--- src/rtl/switch_conditioner.sv ---
// ---------------------------------------------------------------------------
// switch_conditioner
//
// Conditions one raw push-button for the seven-segment counter logic:
// two-flop synchroniser, counter-based debounce filter, clean level output,
// single-cycle press/release strobes and an optional auto-repeat step strobe.
//
// Build option:
//   SWITCH_AUTOREPEAT_EN  defined   -> HELD/REPEAT auto-repeat on o_Step
//                         undefined -> o_Step is identical to o_Press
//
// Parameters:
//   DEBOUNCE_CYCLES      consecutive stable cycles to accept a new level (>=1)
//   REPEAT_DELAY_CYCLES  cycles from accepted press to first repeat step (>=1)
//   REPEAT_RATE_CYCLES   cycles between subsequent repeat steps (>=1)
//
// Ports:
//   i_Clk      system clock
//   i_Reset    asynchronous, active-high reset
//   i_Switch   raw asynchronous switch, 1 = pressed
//   o_Level    debounced level
//   o_Press    one-cycle pulse on accepted 0->1
//   o_Release  one-cycle pulse on accepted 1->0
//   o_Step     one-cycle pulse on each press and each auto-repeat
//
// States:
//   state   | meaning
//   --------+------------------------------------------------------------
//   IDLE    | debounced level is 0, waiting for an accepted press
//   HELD    | pressed, counting the initial repeat delay
//   REPEAT  | pressed, emitting a step every REPEAT_RATE_CYCLES
// ---------------------------------------------------------------------------
module switch_conditioner #(
    parameter int DEBOUNCE_CYCLES     = 240000,
    parameter int REPEAT_DELAY_CYCLES = 6000000,
    parameter int REPEAT_RATE_CYCLES  = 1200000
) (
    input  logic i_Clk,
    input  logic i_Reset,
    input  logic i_Switch,
    output logic o_Level,
    output logic o_Press,
    output logic o_Release,
    output logic o_Step
);

    localparam int DEB_W = (DEBOUNCE_CYCLES > 1) ? $clog2(DEBOUNCE_CYCLES) : 1;
    localparam logic [DEB_W-1:0] DEB_LAST = DEB_W'(DEBOUNCE_CYCLES - 1);

    localparam int RPT_MAX = (REPEAT_DELAY_CYCLES > REPEAT_RATE_CYCLES) ?
                             REPEAT_DELAY_CYCLES : REPEAT_RATE_CYCLES;
    localparam int RPT_W   = (RPT_MAX > 1) ? $clog2(RPT_MAX) : 1;
    localparam logic [RPT_W-1:0] RPT_DELAY_LAST = RPT_W'(REPEAT_DELAY_CYCLES - 1);
    localparam logic [RPT_W-1:0] RPT_RATE_LAST  = RPT_W'(REPEAT_RATE_CYCLES - 1);

`ifdef SWITCH_AUTOREPEAT_EN
    typedef enum logic [1:0] {
        ST_IDLE   = 2'd0,
        ST_HELD   = 2'd1,
        ST_REPEAT = 2'd2
    } state_t;
`else
    typedef enum logic {
        ST_IDLE = 1'b0,
        ST_HELD = 1'b1
    } state_t;

    // Repeat timing is not used in this build.
    logic unused_rpt_cfg;
    assign unused_rpt_cfg = ^{RPT_DELAY_LAST, RPT_RATE_LAST};
`endif

    logic             sync1_q, sync1_d;
    logic             sync2_q, sync2_d;
    logic [DEB_W-1:0] deb_cnt_q, deb_cnt_d;
    logic             level_q, level_d;
    logic             press_q, press_d;
    logic             release_q, release_d;
    logic             step_q, step_d;
    state_t           state_q, state_d;
`ifdef SWITCH_AUTOREPEAT_EN
    logic [RPT_W-1:0] rpt_cnt_q, rpt_cnt_d;
`endif

    logic accept;
    logic rise;
    logic fall;

    // Synchroniser and debounce filter.
    always_comb begin
        sync1_d   = i_Switch;
        sync2_d   = sync1_q;
        level_d   = level_q;
        deb_cnt_d = '0;
        accept    = 1'b0;
        if (sync2_q != level_q) begin
            if (deb_cnt_q == DEB_LAST) begin
                level_d = ~level_q;
                accept  = 1'b1;
            end else begin
                deb_cnt_d = deb_cnt_q + 1'b1;
            end
        end
    end

    assign rise = accept & ~level_q;
    assign fall = accept &  level_q;

    // Press/release/repeat sequencing.
    always_comb begin
        state_d   = state_q;
        press_d   = 1'b0;
        release_d = 1'b0;
        step_d    = 1'b0;
`ifdef SWITCH_AUTOREPEAT_EN
        rpt_cnt_d = rpt_cnt_q;
`endif
        case (state_q)
            ST_IDLE: begin
                if (rise) begin
                    state_d = ST_HELD;
                    press_d = 1'b1;
                    step_d  = 1'b1;
`ifdef SWITCH_AUTOREPEAT_EN
                    rpt_cnt_d = '0;
`endif
                end
            end
`ifdef SWITCH_AUTOREPEAT_EN
            ST_HELD: begin
                // Release wins over a coinciding repeat step.
                if (fall) begin
                    state_d   = ST_IDLE;
                    release_d = 1'b1;
                    rpt_cnt_d = '0;
                end else if (rpt_cnt_q == RPT_DELAY_LAST) begin
                    state_d   = ST_REPEAT;
                    step_d    = 1'b1;
                    rpt_cnt_d = '0;
                end else begin
                    rpt_cnt_d = rpt_cnt_q + 1'b1;
                end
            end
            ST_REPEAT: begin
                if (fall) begin
                    state_d   = ST_IDLE;
                    release_d = 1'b1;
                    rpt_cnt_d = '0;
                end else if (rpt_cnt_q == RPT_RATE_LAST) begin
                    step_d    = 1'b1;
                    rpt_cnt_d = '0;
                end else begin
                    rpt_cnt_d = rpt_cnt_q + 1'b1;
                end
            end
`else
            ST_HELD: begin
                if (fall) begin
                    state_d   = ST_IDLE;
                    release_d = 1'b1;
                end
            end
`endif
            default: begin
                state_d = ST_IDLE;
            end
        endcase
    end

    always_ff @(posedge i_Clk or posedge i_Reset) begin
        if (i_Reset) begin
            sync1_q   <= 1'b0;
            sync2_q   <= 1'b0;
            deb_cnt_q <= '0;
            level_q   <= 1'b0;
            press_q   <= 1'b0;
            release_q <= 1'b0;
            step_q    <= 1'b0;
            state_q   <= ST_IDLE;
`ifdef SWITCH_AUTOREPEAT_EN
            rpt_cnt_q <= '0;
`endif
        end else begin
            sync1_q   <= sync1_d;
            sync2_q   <= sync2_d;
            deb_cnt_q <= deb_cnt_d;
            level_q   <= level_d;
            press_q   <= press_d;
            release_q <= release_d;
            step_q    <= step_d;
            state_q   <= state_d;
`ifdef SWITCH_AUTOREPEAT_EN
            rpt_cnt_q <= rpt_cnt_d;
`endif
        end
    end

    assign o_Level   = level_q;
    assign o_Press   = press_q;
    assign o_Release = release_q;
    assign o_Step    = step_q;

endmodule

--- config.mk ---
export PLATFORM = sky130hd
export DESIGN_NAME = switch_conditioner
export DESIGN_NICKNAME = d
export VERILOG_FILES = /design/src/rtl/switch_conditioner.sv
export SDC_FILE = /design/constraint.sdc
export NUM_CORES = 1
export LEC_CHECK = 0
export ABC_CLOCK_PERIOD_IN_PS = 2100
export BUFFER_PORTS_ARGS = -buffer_cell sky130_fd_sc_hd__buf_4
export CAP_MARGIN = 30
export CORE_MARGIN = 4
export CORE_UTILIZATION = 47
export DETAILED_ROUTE_END_ITERATION = 10
export MAX_ROUTING_LAYER = met4
export PLACE_DENSITY_LB_ADDON = 0.15
export SLEW_MARGIN = 20
export SYNTH_ARGS = -nofsm -noshare
export SYNTH_HDL_FRONTEND = slang
export SYNTH_SLANG_ARGS = --single-unit
export TNS_END_PERCENT = 10
--- constraint.sdc ---
create_clock -name i_Clk -period 2.1 [get_ports i_Clk]
set_input_delay 0.105 -clock i_Clk [delete_from_list [all_inputs] [get_ports i_Clk]]
set_output_delay 0.105 -clock i_Clk [all_outputs]
set_load 0.02 [all_outputs]
# Yosys cells after proc, flatten, opt, wreduce, memory -nomap -nowiden
# Index checks and enable logic that the tools add are counted.
# W data, S select, Z words.
# word_totals
in_bits	3
output_inout_bits	4
reg_bits	24
# op_classes
addsub	1
n_bitwise	4
mux	10
n_reduce_logical	1
n_eq_ne	2
# ops
op	n
$mux W18	2
$add A18 B1 Y18 const B	1
$eq A18 B18 Y1 const B	1
$mux W1	7
$and A1 B1 Y1	2
$not A1 Y1	2
$pmux W1 S2	1
$reduce_and A2 Y1	1
$ne A1 B1 Y1	1

# Longest topological paths before layout
# Gate-level depths: netlist (run 1).
# logic_depth
depth_word	6
ltp_mapped	6
depth_no_buf	5

# Worst setup path before layout (run 1)
# No wires, ideal clock.
# synth_path
kind	reg-to-reg
startpoint	reg deb_cnt_q[0]
endpoint	reg deb_cnt_q[16]
stages_incl_launch_ff	6
t_arrival_ns	1.545
path_slack_ns	0.478
synth_period_minus_slack_ns	1.622
required_ns	2.023
path_cell_list	dfrtp_1 -> ha_1 -> and4_1 -> nand2_1 -> or4_1 -> a21oi_1
# synth_between
elab_chain_cells	3
elab_cells_between_ends	4
cone_classes	1 x add/sub; 1 x eq/ne; 2 x mux
# synth_lines
element	line	text
start: declaration	75	logic [DEB_W-1:0] deb_cnt_q, deb_cnt_d;
start signal: assignment	186	deb_cnt_q <= deb_cnt_d;
$add A18 B1 Y18 or $eq A18 B18 Y1 (tied branches)	101, 97	
$mux W18 (*)	97	if (deb_cnt_q == DEB_LAST) begin
$mux W18 (*)	96	if (sync2_q != level_q) begin
named net deb_cnt_d[16]	75	
# The timed path passes the listed nets; every way through them passes the cells marked *.
# A chain may end at the register's enable or synchronous reset.

# Final worst setup path (run 1)
# Ends and elaborated chain as after synthesis.

==> results of run 1 <==
per-stage QoR:
stage | instance area (sq um) | power (mW) | std cells
2_1_floorplan | 1127 | 0.4855 | 105
3_3_place_gp | 1190 | 0.4943 | 136
3_5_place_dp | 1190 | 0.4952 | 136
4_1_cts | 1237 | 0.7008 | 142
5_1_grt | 1252 | 0.7277 | 143
6_report | 1252 | 0.6895 | 143
placed cells by master (no fill, tap or decap), drive strengths merged:
master	count
dfrtp	23
nor2	17
nand2	8
xnor2	8
xor2	7
nand3	7
buf	7
nand4	5
nor3b	3
a21oi	3
nor4	3
clkbuf	3
and4	3
or4	2
dlygate4sd3	2
o21ai	2
o31ai	1
nand4bb	1
nor4b	1
a31o	1
nor3	1
or3	1
and3	1
or4b	1
inv	1
mux2	1
ha	1
clkinv	1
final timing paths:
check	from	to	cells after the start
worst max-delay path	deb_cnt_q[0]	deb_cnt_q[16]	5
worst min-delay path	i_Reset	sync2_q	3
worst max register to register	deb_cnt_q[0]	deb_cnt_q[16]	5
worst min register to register	sync1_q	sync2_q	0
max in group asynchronous	i_Reset	deb_cnt_q[14]	4
min in group i_Clk	sync1_q	sync2_q	0
cells by family after synthesis:
group           after synthesis  share of synthesized area
buf+inv                       4                    0.01886
mux                           1                   0.009988
flops                        23                     0.5105
compound gates                7                    0.03662
xor+xnor                     15                     0.1165
fa+ha+maj                     1                    0.01110
simple gates                 54                     0.2964
state kept, by name, indices dropped and copies added, names as in the netlist:
signal,count
deb_cnt_q,18
o_Level,1
sync2_q,1
o_Release,1
sync1_q,1
o_Step,1
Yosys cell counts (all sizes together):
cell | n | area [sq um]
dfrtp | 23 | 575.6
nor2 | 17 | 66.32
nand2 | 8 | 30.03
xnor2 | 8 | 70.07
nand3 | 7 | 47.55
xor2 | 7 | 61.31
nand4 | 5 | 46.29
a21oi | 3 | 15.01
and4 | 3 | 28.78
nor3b | 3 | 22.52
nor4 | 3 | 18.77
buf | 2 | 12.51
o21ai | 2 | 10.00
or4 | 2 | 15.01
a31o | 1 | 8.760
and3 | 1 | 6.260
clkbuf | 1 | 5.000
ha | 1 | 12.51
inv | 1 | 3.750
mux2 | 1 | 11.26
nand4bb | 1 | 11.26
nor3 | 1 | 16.27
nor4b | 1 | 8.760
o31ai | 1 | 7.510
or3 | 1 | 6.260
or4b | 1 | 10.01
layout make-up:
type / count / share of cell area
clock buffers: 3 / 0.01798
clock inverters: 1 / 0.003996
inverters: 1 / 0.002997
multi-input cells: 78 / 0.4236
flip-flops and latches: 23 / 0.4595
well taps: 28 / 0.02797
repair buffers: 9 / 0.06394
power groups by stage:
stage | registers (mW) | clock network, mW | logic [mW]
floorplan | 0.465 | 0 | 0.0206
global placement | 0.466 | 0 | 0.0283
detailed placement | 0.467 | 0 | 0.0284
CTS | 0.458 | 0.211 | 0.0315
global route | 0.459 | 0.230 | 0.0388
finish | 0.458 | 0.197 | 0.0339
worst min-delay path, cell delays in order:
cell and delay (ns):
dlygate4sd3_1 0.53, buf_4 0.13, inv_1 0.37
layer usage:
metal  vias to the layer above  wire length, um
li1                        390                -
met4                         0               25
met2                        18              893
met1                       365             1055
met3                         4               81
met5                         -                0
==> run_results.csv, run 1 <==
group,metric,value,unit
grt,grt_use_met3,0.02036,
placed_design,gp_congestion,0.8684,
critical_path,cpPeakStageDelay,0.51,ns
critical_path,r2r_slack,0.26,ns
clock_network,cts_tree,"done",
floorplanning,die_h,56.98,um
yosys,syn_area,1127,sq um
clock_network,htreeDepth,1,
clock_network,cts.clk_slew.worst_paths,0.13,ns
pwr,swShare,0.2247,
yosys,syn_avg_cell_area,10.74,sq um
clock_network,clock_latency,0.31,ns
sta,grt_setup_unrepaired,"false",
grt,grt_max_degree,24,
grt,grtUsageMet2,0.2104,
cells_and_area,area_delta_synth_final,11.10,%
cells_and_area,regArea,575.6,sq um
grt,gr-max-usage-layer,"met2",
route,viasPerCell,5.434,
sta,hold_violations,0,
pwr,power.density,550.5,nW/um^2
critical_path,crit_family,"simple AND/OR/NAND/NOR gates",
critical_path,cp_max_fo,5,
critical_path,crit_required,2.32,ns
pwr,clockPowerShare,0.286,
placed_design,numPortBuffers,6,
cells_and_area,multi_input_area,530.5,sq um
grt,grt.total_usage,0.1438,
clock_network,post_cts_buffers,0,
cells_and_area,diodes,0,
critical_path,slowest_stage,"or4_1",
cells_and_area,finish.utilization,0.5555,
clock_network,tritoncts.num_buffers,3,
run,maxCapViolCount,0,
pwr,p_comb_frac,0.049,
route,drt-total-wl,2056,um
route,vias,777,
clock_network,cts_root_buffer,"clkbuf_4",
grt,grt-ovfl-total,0,
route,dr.pass1.iters,4,
grt,grt_use_met1,0.1988,
critical_path,arrival,2.07,ns
cells_and_area,drive_above_1_share,0.1565,
sta,timing.fmax,0.5422,GHz
yosys,yosysSeqAreaShare,0.5105,
status,status,"complete, no violations",
sta,period_share,0.8783,
critical_path,path_cells,"ha_1, and4_1, nand2_1, or4_1, a21oi_1",
clock_network,clock-sinks,23,
pwr,p_int,534.5,uW
floorplanning,die_w,56.98,um
sta,final_max_slew_viol_count,0,
grt,grt_pass1_wl,3629,um
placed_design,dp_hpwl,1401,um
grt,antenna_found_initial,0,
cells_and_area,nets,120,
floorplanning,core,2255,sq um
clock_network,cts_resized,0,
sta,hold_ws,0.3591,ns
critical_path,path_class,"reg2reg",
cells_and_area,fillerInstances,204,
route,antenna_left,0,
pwr,p_seq_frac,0.665,
pwr,p_sw,154.9,uW
pwr,ir_worst_vdd,318.4,uV
yosys,ys_ff_latch,23,
route,drt-initial-drc-count,15,
pwr,power_leakage,0.5289,nW
sta,fin_skew,0.01505,ns
sta,maxSlewHeadroom,0.6629,
sta,final.min_clock_period,1.844,ns
sta,setup_viol,0,
route,drc_errors,0,
floorplanning,rows,17,
yosys,synth.distinct_cells,32,
placed_design,dp_slack,0.3178,ns
floorplanning,dieArea,3246,sq um
grt,grt_pass1_vias,829,
clock_network,cts_buffer_depth,2,
critical_path,worstSetupEndpointType,"register",
sta,fin_ws,0.2555,ns
route,routedWlPerCell,14.38,um
floorplanning,ios,7,
sta,tns,0,ns
yosys,syn_nets,109,
critical_path,crit_buf_inv,0,
critical_path,startpoint_type,"register",
yosys,ys_warn_count,0,
clock_network,cts_hold_buf,2,
hold_path,hold_class,"in2async",
sta,max_slew.worst_pin.slew,0.5051,ns
yosys,synth_cells,105,
floorplanning,start_util,0.5000,
Note: power is estimated with default switching activity, not from simulation.
==> run 2, diff against run 1 <==
--- a/config.mk
+++ b/config.mk
@@ -6,11 +6,12 @@
 export NUM_CORES = 1
 export LEC_CHECK = 0
 export ABC_CLOCK_PERIOD_IN_PS = 2100
-export BUFFER_PORTS_ARGS = -buffer_cell sky130_fd_sc_hd__buf_4
 export CAP_MARGIN = 30
+export CORE_ASPECT_RATIO = 0.6
 export CORE_MARGIN = 4
 export CORE_UTILIZATION = 47
 export DETAILED_ROUTE_END_ITERATION = 10
+export DONT_BUFFER_PORTS = 1
 export MAX_ROUTING_LAYER = met4
 export PLACE_DENSITY_LB_ADDON = 0.15
 export SLEW_MARGIN = 20
==> run 2 against run 1 <==
Effect of this change: fmax up 4.8%; sequential power about the same; global-route usage up 2.1 points; cell count down 2.8%; die area up 0.79%; power up 12%; combinational power down 7.4%; final area down 1.9%; critical path depth unchanged.
==> run_results.csv, run 2 (synthesis gave the netlist of run 1 again) <==
group,metric,value,unit
route,drc_errors,0,
placed_design,dpl.cell_count,132,
sta,setup_viol,0,
cells_and_area,diodes,0,
route,drt-total-wl,2209,um
clock_network,clock_latency,0.27,ns
cells_and_area,fillerInstances,195,
clock_network,cts_root_buffer,"clkbuf_8",
pwr,ir_worst_vdd,355.4,uV
floorplanning,ios,7,
cells_and_area,nets,114,
cells_and_area,multi_input_area,530.5,sq um
route,routedWlPerCell,15.89,um
critical_path,worstSetupEndpointType,"register",
route,dr.pass1.iters,4,
critical_path,slowest_stage,"or4_1",
pwr,swShare,0.2295,
critical_path,path_cells,"ha_1, and4_1, nand2_1, or4_1, a21oi_1",
critical_path,crit_buf_inv,0,
cells_and_area,stdcell_count,139,
cells_and_area,layout_commonest_cell,"dfrtp_1",
pwr,p_int,593.9,uW
sta,hold_ws,0.2188,ns
clock_network,post_cts_buffers,0,
critical_path,arrival,1.96,ns
floorplanning,rows,13,
grt,grt_pass1_vias,695,
cells_and_area,layout_common_cells,"23 x dfrtp_1, 16 x nor2_1, 8 x nand2_1, 8 x xnor2_1, 7 x xor2_1",
clock_network,cts_resized,0,
placed_design,place_area,1147,sq um
pwr,p_sw,176.9,uW
run,maxCapViolCount,0,
critical_path,path_class,"reg2reg",
pwr,power.density,627.3,nW/um^2
placed_design,numPortBuffers,0,
sta,tns,0,ns
pwr,clockPowerShare,0.366,
pwr,p_seq_frac,0.593,
sta,final.min_clock_period,1.761,ns
cells_and_area,largest_register,"deb_cnt_q",
placed_design,gp_congestion,0.8322,
cells_and_area,finalInstanceArea,1229,sq um
grt,grt.total_usage,0.1646,
cells_and_area,drive_above_1_share,0.1101,
clock_network,tritoncts.num_buffers,3,
clock_network,cts_tree,"done",
pwr,totalPowerFinal,770.7,uW
route,drt-initial-drc-count,91,
route,vias,789,
floorplanning,core,2228,sq um
sta,hold_violations,0,
route,antenna_left,0,
sta,fin_ws,0.3394,ns
pwr,p_comb_frac,0.041,
hold_path,hold_class,"in2async",
sta,period_share,0.8384,
floorplanning,start_util,0.5059,
clock_network,cts.clk_slew.worst_paths,0.08,ns
status,status,"complete, no violations",
route,viasPerCell,5.676,
floorplanning,die_h,45.94,um
placed_design,dp_hpwl,1555,um
placed_design,dp_slack,0.3385,ns
grt,antenna_found_initial,0,
floorplanning,die_w,71.23,um
critical_path,crit_family,"simple AND/OR/NAND/NOR gates",
clock_network,cts_buffer_depth,2,
grt,grt-ovfl-total,0,
cells_and_area,finish.utilization,0.5514,
sta,maxSlewHeadroom,0.7430,
sta,fin_skew,0.003501,ns
sta,timing.fmax,0.5680,GHz
critical_path,crit_required,2.30,ns
sta,final_max_slew_viol_count,0,
critical_path,cp_max_fo,5,
cells_and_area,regArea,575.6,sq um
clock_network,clock-sinks,23,
sta,max_slew.worst_pin.slew,0.3802,ns
clock_network,htreeDepth,1,
cells_and_area,largest_register_ffs,18,
grt,grt_max_degree,24,
critical_path,startpoint_type,"register",
cells_and_area,area_delta_synth_final,8.990,%
sta,grt_setup_unrepaired,"false",
critical_path,cpPeakStageDelay,0.51,ns
pwr,power_leakage,0.5053,nW
floorplanning,dieArea,3272,sq um
grt,grt_pass1_wl,3663,um
## run 2: cell type report
cell class / count / share of cell area
clock buffer: 3 / 0.03360
tap: 30 / 0.03055
sequential: 23 / 0.4684
timing repair buffer: 3 / 0.02851
clock inverter: 1 / 0.004073
inverter: 1 / 0.003055
multi-input combinational: 78 / 0.4318
## run 2: path summary, 6_finish.rpt
| kind | from | end | slack [ns] | cells past startpoint |
|---|---|---|---|---|
| setup / recovery | deb_cnt_q[0] | deb_cnt_q[16] | 0.34 | 5 |
| max in group asynchronous | i_Reset | deb_cnt_q[4] | 1.47 | 3 |
| hold / removal | i_Reset | sync1_q | 0.22 | 2 |
| min in group i_Clk | sync1_q | sync2_q | 0.35 | 0 |
| setup reg to reg | deb_cnt_q[0] | deb_cnt_q[16] | 0.34 | 5 |
| hold reg to reg | sync1_q | sync2_q | 0.35 | 0 |
## run 2: what timing repair did
action / 4_1_cts / 5_1_grt
hold buffers: 2 / 0
hold endpoints to repair: 24 / 0
endpoints found under the setup margin: 0 / 0
## run 2: metal layers
metal	vias to the layer above	track usage	routed length, um
li1	379	-	-
met1	383	0.2397	1114
met2	23	0.1934	934
met3	4	0.05286	112
met4	0	0.08989	47
met5	-	-	0
## run 2: power groups by stage
stage	Combinational, mW	Sequential (mW)	Clock (mW)
after floorplan	0.0206	0.465	0
after global routing	0.0364	0.459	0.313
final	0.0314	0.457	0.282
after detailed placement	0.0258	0.467	0
after CTS	0.0290	0.458	0.293
after global placement	0.0253	0.466	0
==> run 3, diff against run 2 <==
--- a/config.mk
+++ b/config.mk
@@ -5,7 +5,8 @@
 export SDC_FILE = /design/constraint.sdc
 export NUM_CORES = 1
 export LEC_CHECK = 0
-export ABC_CLOCK_PERIOD_IN_PS = 2100
+export ABC_AREA = 1
+export ABC_CLOCK_PERIOD_IN_PS = 1400
 export CAP_MARGIN = 30
 export CORE_ASPECT_RATIO = 0.6
 export CORE_MARGIN = 4
==> constraint.sdc (replaced) <==
create_clock -name i_Clk -period 1.4 [get_ports i_Clk]
set_input_delay 0.07 -clock i_Clk [delete_from_list [all_inputs] [get_ports i_Clk]]
set_output_delay 0.07 -clock i_Clk [all_outputs]
set_load 0.02 [all_outputs]
==> run 3 against run 2 <==
Effect of this change: clock power up 49%; critical path type unchanged; fmax up 33%; count of clock-buffer cells in the layout unchanged; worst setup slack worse by 0.26 ns; sequential share of layout area down 7.0 points; synthesized area up 14%; synthesized cell count up 49%; sequential power up 49%; critical path depth up 2; wire length up 15%; flip-flop and latch count unchanged.
==> run_results.csv, run 3 <==
group,metric,value,unit
status,status,"complete, no violations",
sta,setup_viol,0,
route,drt-total-wl,2532,um
floorplanning,start_util,0.5039,
pwr,p_seq_frac,0.589,
yosys,synthAdderAreaFrac,0.009709,
yosys,yosysSeqAreaShare,0.4466,
floorplanning,ios,7,
critical_path,worstSetupEndpointType,"register",
pwr,ir_worst_vdd,378.9,uV
route,drt-initial-drc-count,40,
placed_design,dpl.cell_count,191,
pwr,swShare,0.2303,
yosys,ys_top_cells_by_area,"dfrtp_1 45%, nor2_1 8.7%, nand2_1 7.9%, nor2_4 5.2%, inv_1 5.0%",
yosys,synth_common_cells,"30 x nor2_1, 27 x nand2_1, 23 x dfrtp_1",
clock_network,cts.clk_slew.worst_paths,0.09,ns
route,drc_errors,0,
cells_and_area,diodes,0,
cells_and_area,largest_register,"deb_cnt_q",
grt,grt_max_degree,24,
placed_design,dp_hpwl,1885,um
placed_design,numPortBuffers,0,
grt,grt.total_usage,0.1605,
yosys,synth_cells,156,
clock_network,post_cts_buffers,0,
critical_path,path_cells,"nand2_1, nor2_4, nand2_2, nor2_4, nand3_1, nand3_1, nor2_1",
cells_and_area,layout_common_cells,"30 x nor2_1, 27 x nand2_1, 23 x dfrtp_1, 17 x inv_1, 9 x nand3_1",
sta,maxSlewHeadroom,0.7625,
route,vias,973,
cells_and_area,stdcell_count,197,
pwr,p_sw,267.2,uW
route,routedWlPerCell,12.85,um
yosys,ys_ff_latch,23,
clock_network,htreeDepth,1,
grt,grt_pass1_wl,4312,um
yosys,synth_edf_count,0,
grt,antenna_found_initial,0,
sta,max_slew.worst_pin.slew,0.3565,ns
route,dr.pass1.iters,4,
grt,grt-ovfl-total,0,
clock_network,tritoncts.num_buffers,3,
placed_design,gp_congestion,0.9100,
route,viasPerCell,4.939,
pwr,power_leakage,0.6513,nW
clock_network,cts_buffer_depth,2,
clock_network,cts_tree,"done",
yosys,ys_warn_count,0,
clock_network,clock_latency,0.27,ns
yosys,synth_top_family_by_area,"simple AND/OR/NAND/NOR gates",
yosys,synth.distinct_cells,27,
cells_and_area,finish.utilization,0.5646,
yosys,syn_avg_cell_area,8.261,sq um
sta,fin_skew,0.01106,ns
sta,final.min_clock_period,1.323,ns
pwr,power.density,803.8,nW/um^2
critical_path,cp_max_fo,4,
yosys,synth_top_area_frac,0.4466,
floorplanning,die_h,48.56,um
critical_path,startpoint_type,"register",
critical_path,path_class,"reg2reg",
yosys,yosysMostFrequentCell,"nor2_1",
cells_and_area,fillerInstances,247,
cells_and_area,nets,170,
sta,timing.fmax,0.7559,GHz
route,antenna_left,0,
yosys,synth_top_flop_cell,"dfrtp_1",
yosys,synth_top_area_cell,"dfrtp_1",
yosys,synth_xor_area_frac,0.06117,
floorplanning,core,2557,sq um
sta,hold_violations,0,
yosys,syn_area,1289,sq um
clock_network,clock-sinks,23,
pwr,clockPowerShare,0.361,
sta,period_share,0.9449,
critical_path,crit_required,1.57,ns
floorplanning,dieArea,3671,sq um
sta,final_max_slew_viol_count,0,
yosys,synthSimpleGateAreaFrac,0.3864,
hold_path,hold_class,"in2async",
yosys,synth_mux_area_frac,0,
critical_path,arrival,1.49,ns
cells_and_area,layout_commonest_cell,"nor2_1",
critical_path,slowest_stage,"dfrtp_1",
floorplanning,die_w,75.60,um
pwr,p_int,893.3,uW
cells_and_area,drive_above_1_share,0.2242,
yosys,synthArstFlopShare,1.000,
clock_network,cts_root_buffer,"clkbuf_8",
grt,grt_pass1_vias,871,
cells_and_area,largest_register_ffs,18,
yosys,syn_nets,160,
critical_path,cpPeakStageDelay,0.42,ns
pwr,p_comb_frac,0.051,
yosys,synth_compound_area_frac,0.02621,
cells_and_area,area_delta_synth_final,12.04,%
run,maxCapViolCount,0,
critical_path,crit_buf_inv,0,
floorplanning,rows,14,
critical_path,crit_family,"simple AND/OR/NAND/NOR gates",
## run 3: cell types whose count changed after synthesis, sizes merged, moves of 2 or more
cell	delta
or4	-2
and4	-3
nor3	+2
nor2	+24
nand4	-4
nand3	+4
nand2	+25
inv	+20
nand3b	+2
xnor2	-5
nor4	-3
## run 3: path summary, 6_finish.rpt
path | cells after the start | from | slack (ns) | end
hold / removal | 3 | i_Reset | 0.27 | deb_cnt_q[11]
setup / recovery | 7 | deb_cnt_q[2] | 0.08 | deb_cnt_q[17]
hold reg to reg | 0 | sync1_q | 0.35 | sync2_q
setup reg to reg | 7 | deb_cnt_q[2] | 0.08 | deb_cnt_q[17]
min in group i_Clk | 0 | sync1_q | 0.35 | sync2_q
max in group asynchronous | 3 | i_Reset | 0.89 | deb_cnt_q[7]
## run 3: cell type report
type,count,area [sq um],area share
clock buffers,3,41.29,0.02860
clock inverters,1,5.005,0.003466
inverters,22,82.58,0.05719
multi-input cells,110,649.4,0.4497
flip-flops and latches,23,575.6,0.3986
well taps,32,40.04,0.02773
repair buffers,6,50.05,0.03466
## run 3: cells by family after synthesis
family                   Yosys count
AO/OA/AOI/OAI                      6
adder cells (fa/ha/maj)            1
buffers and inverters             23
flip-flops                        23
AND/OR/NAND/NOR                   94
XOR/XNOR                           9
## run 3: through the flow
stage            TNS, ns  setup slack [ns]  hold WS [ns]  instance area, sq um  power [mW]
6_report               0           0.07708        0.2656                  1444       1.161
4_1_cts                0           0.03523        0.2765                  1418       1.174
5_1_grt        -0.003682         -0.003682        0.2977                  1444       1.218
2_1_floorplan          0            0.1178       0.07192                  1289      0.7278
3_3_place_gp           0           0.08662       0.01960                  1351      0.7430
3_5_place_dp           0           0.05366       0.02115                  1351      0.7437
## run 3: what timing repair did
action	CTS	global route
resized for setup	0	4
hold buffers	2	0
setup endpoints to repair	0	8
hold endpoints to repair	24	0
## run 3: power by group through the flow
stage | sequential (mW) | combinational, mW | clock (mW)
3_5_place_dp | 0.693 | 0.0504 | 0
5_1_grt | 0.684 | 0.0669 | 0.467
2_1_floorplan | 0.692 | 0.0355 | 0
4_1_cts | 0.680 | 0.0551 | 0.439
6_report | 0.683 | 0.0587 | 0.419
3_3_place_gp | 0.693 | 0.0497 | 0
## run 3: layer usage
metal,up-vias,track usage,wire [um]
met5,-,-,0
met4,0,0.04360,23
met3,4,0.04339,117
met2,19,0.2006,1007
met1,452,0.2487,1384
li1,498,-,-
## run 3: worst min-delay path, stage by stage
cell	delay [ns]
dlygate4sd3_1	0.53
inv_1	0.05
buf_4	0.28
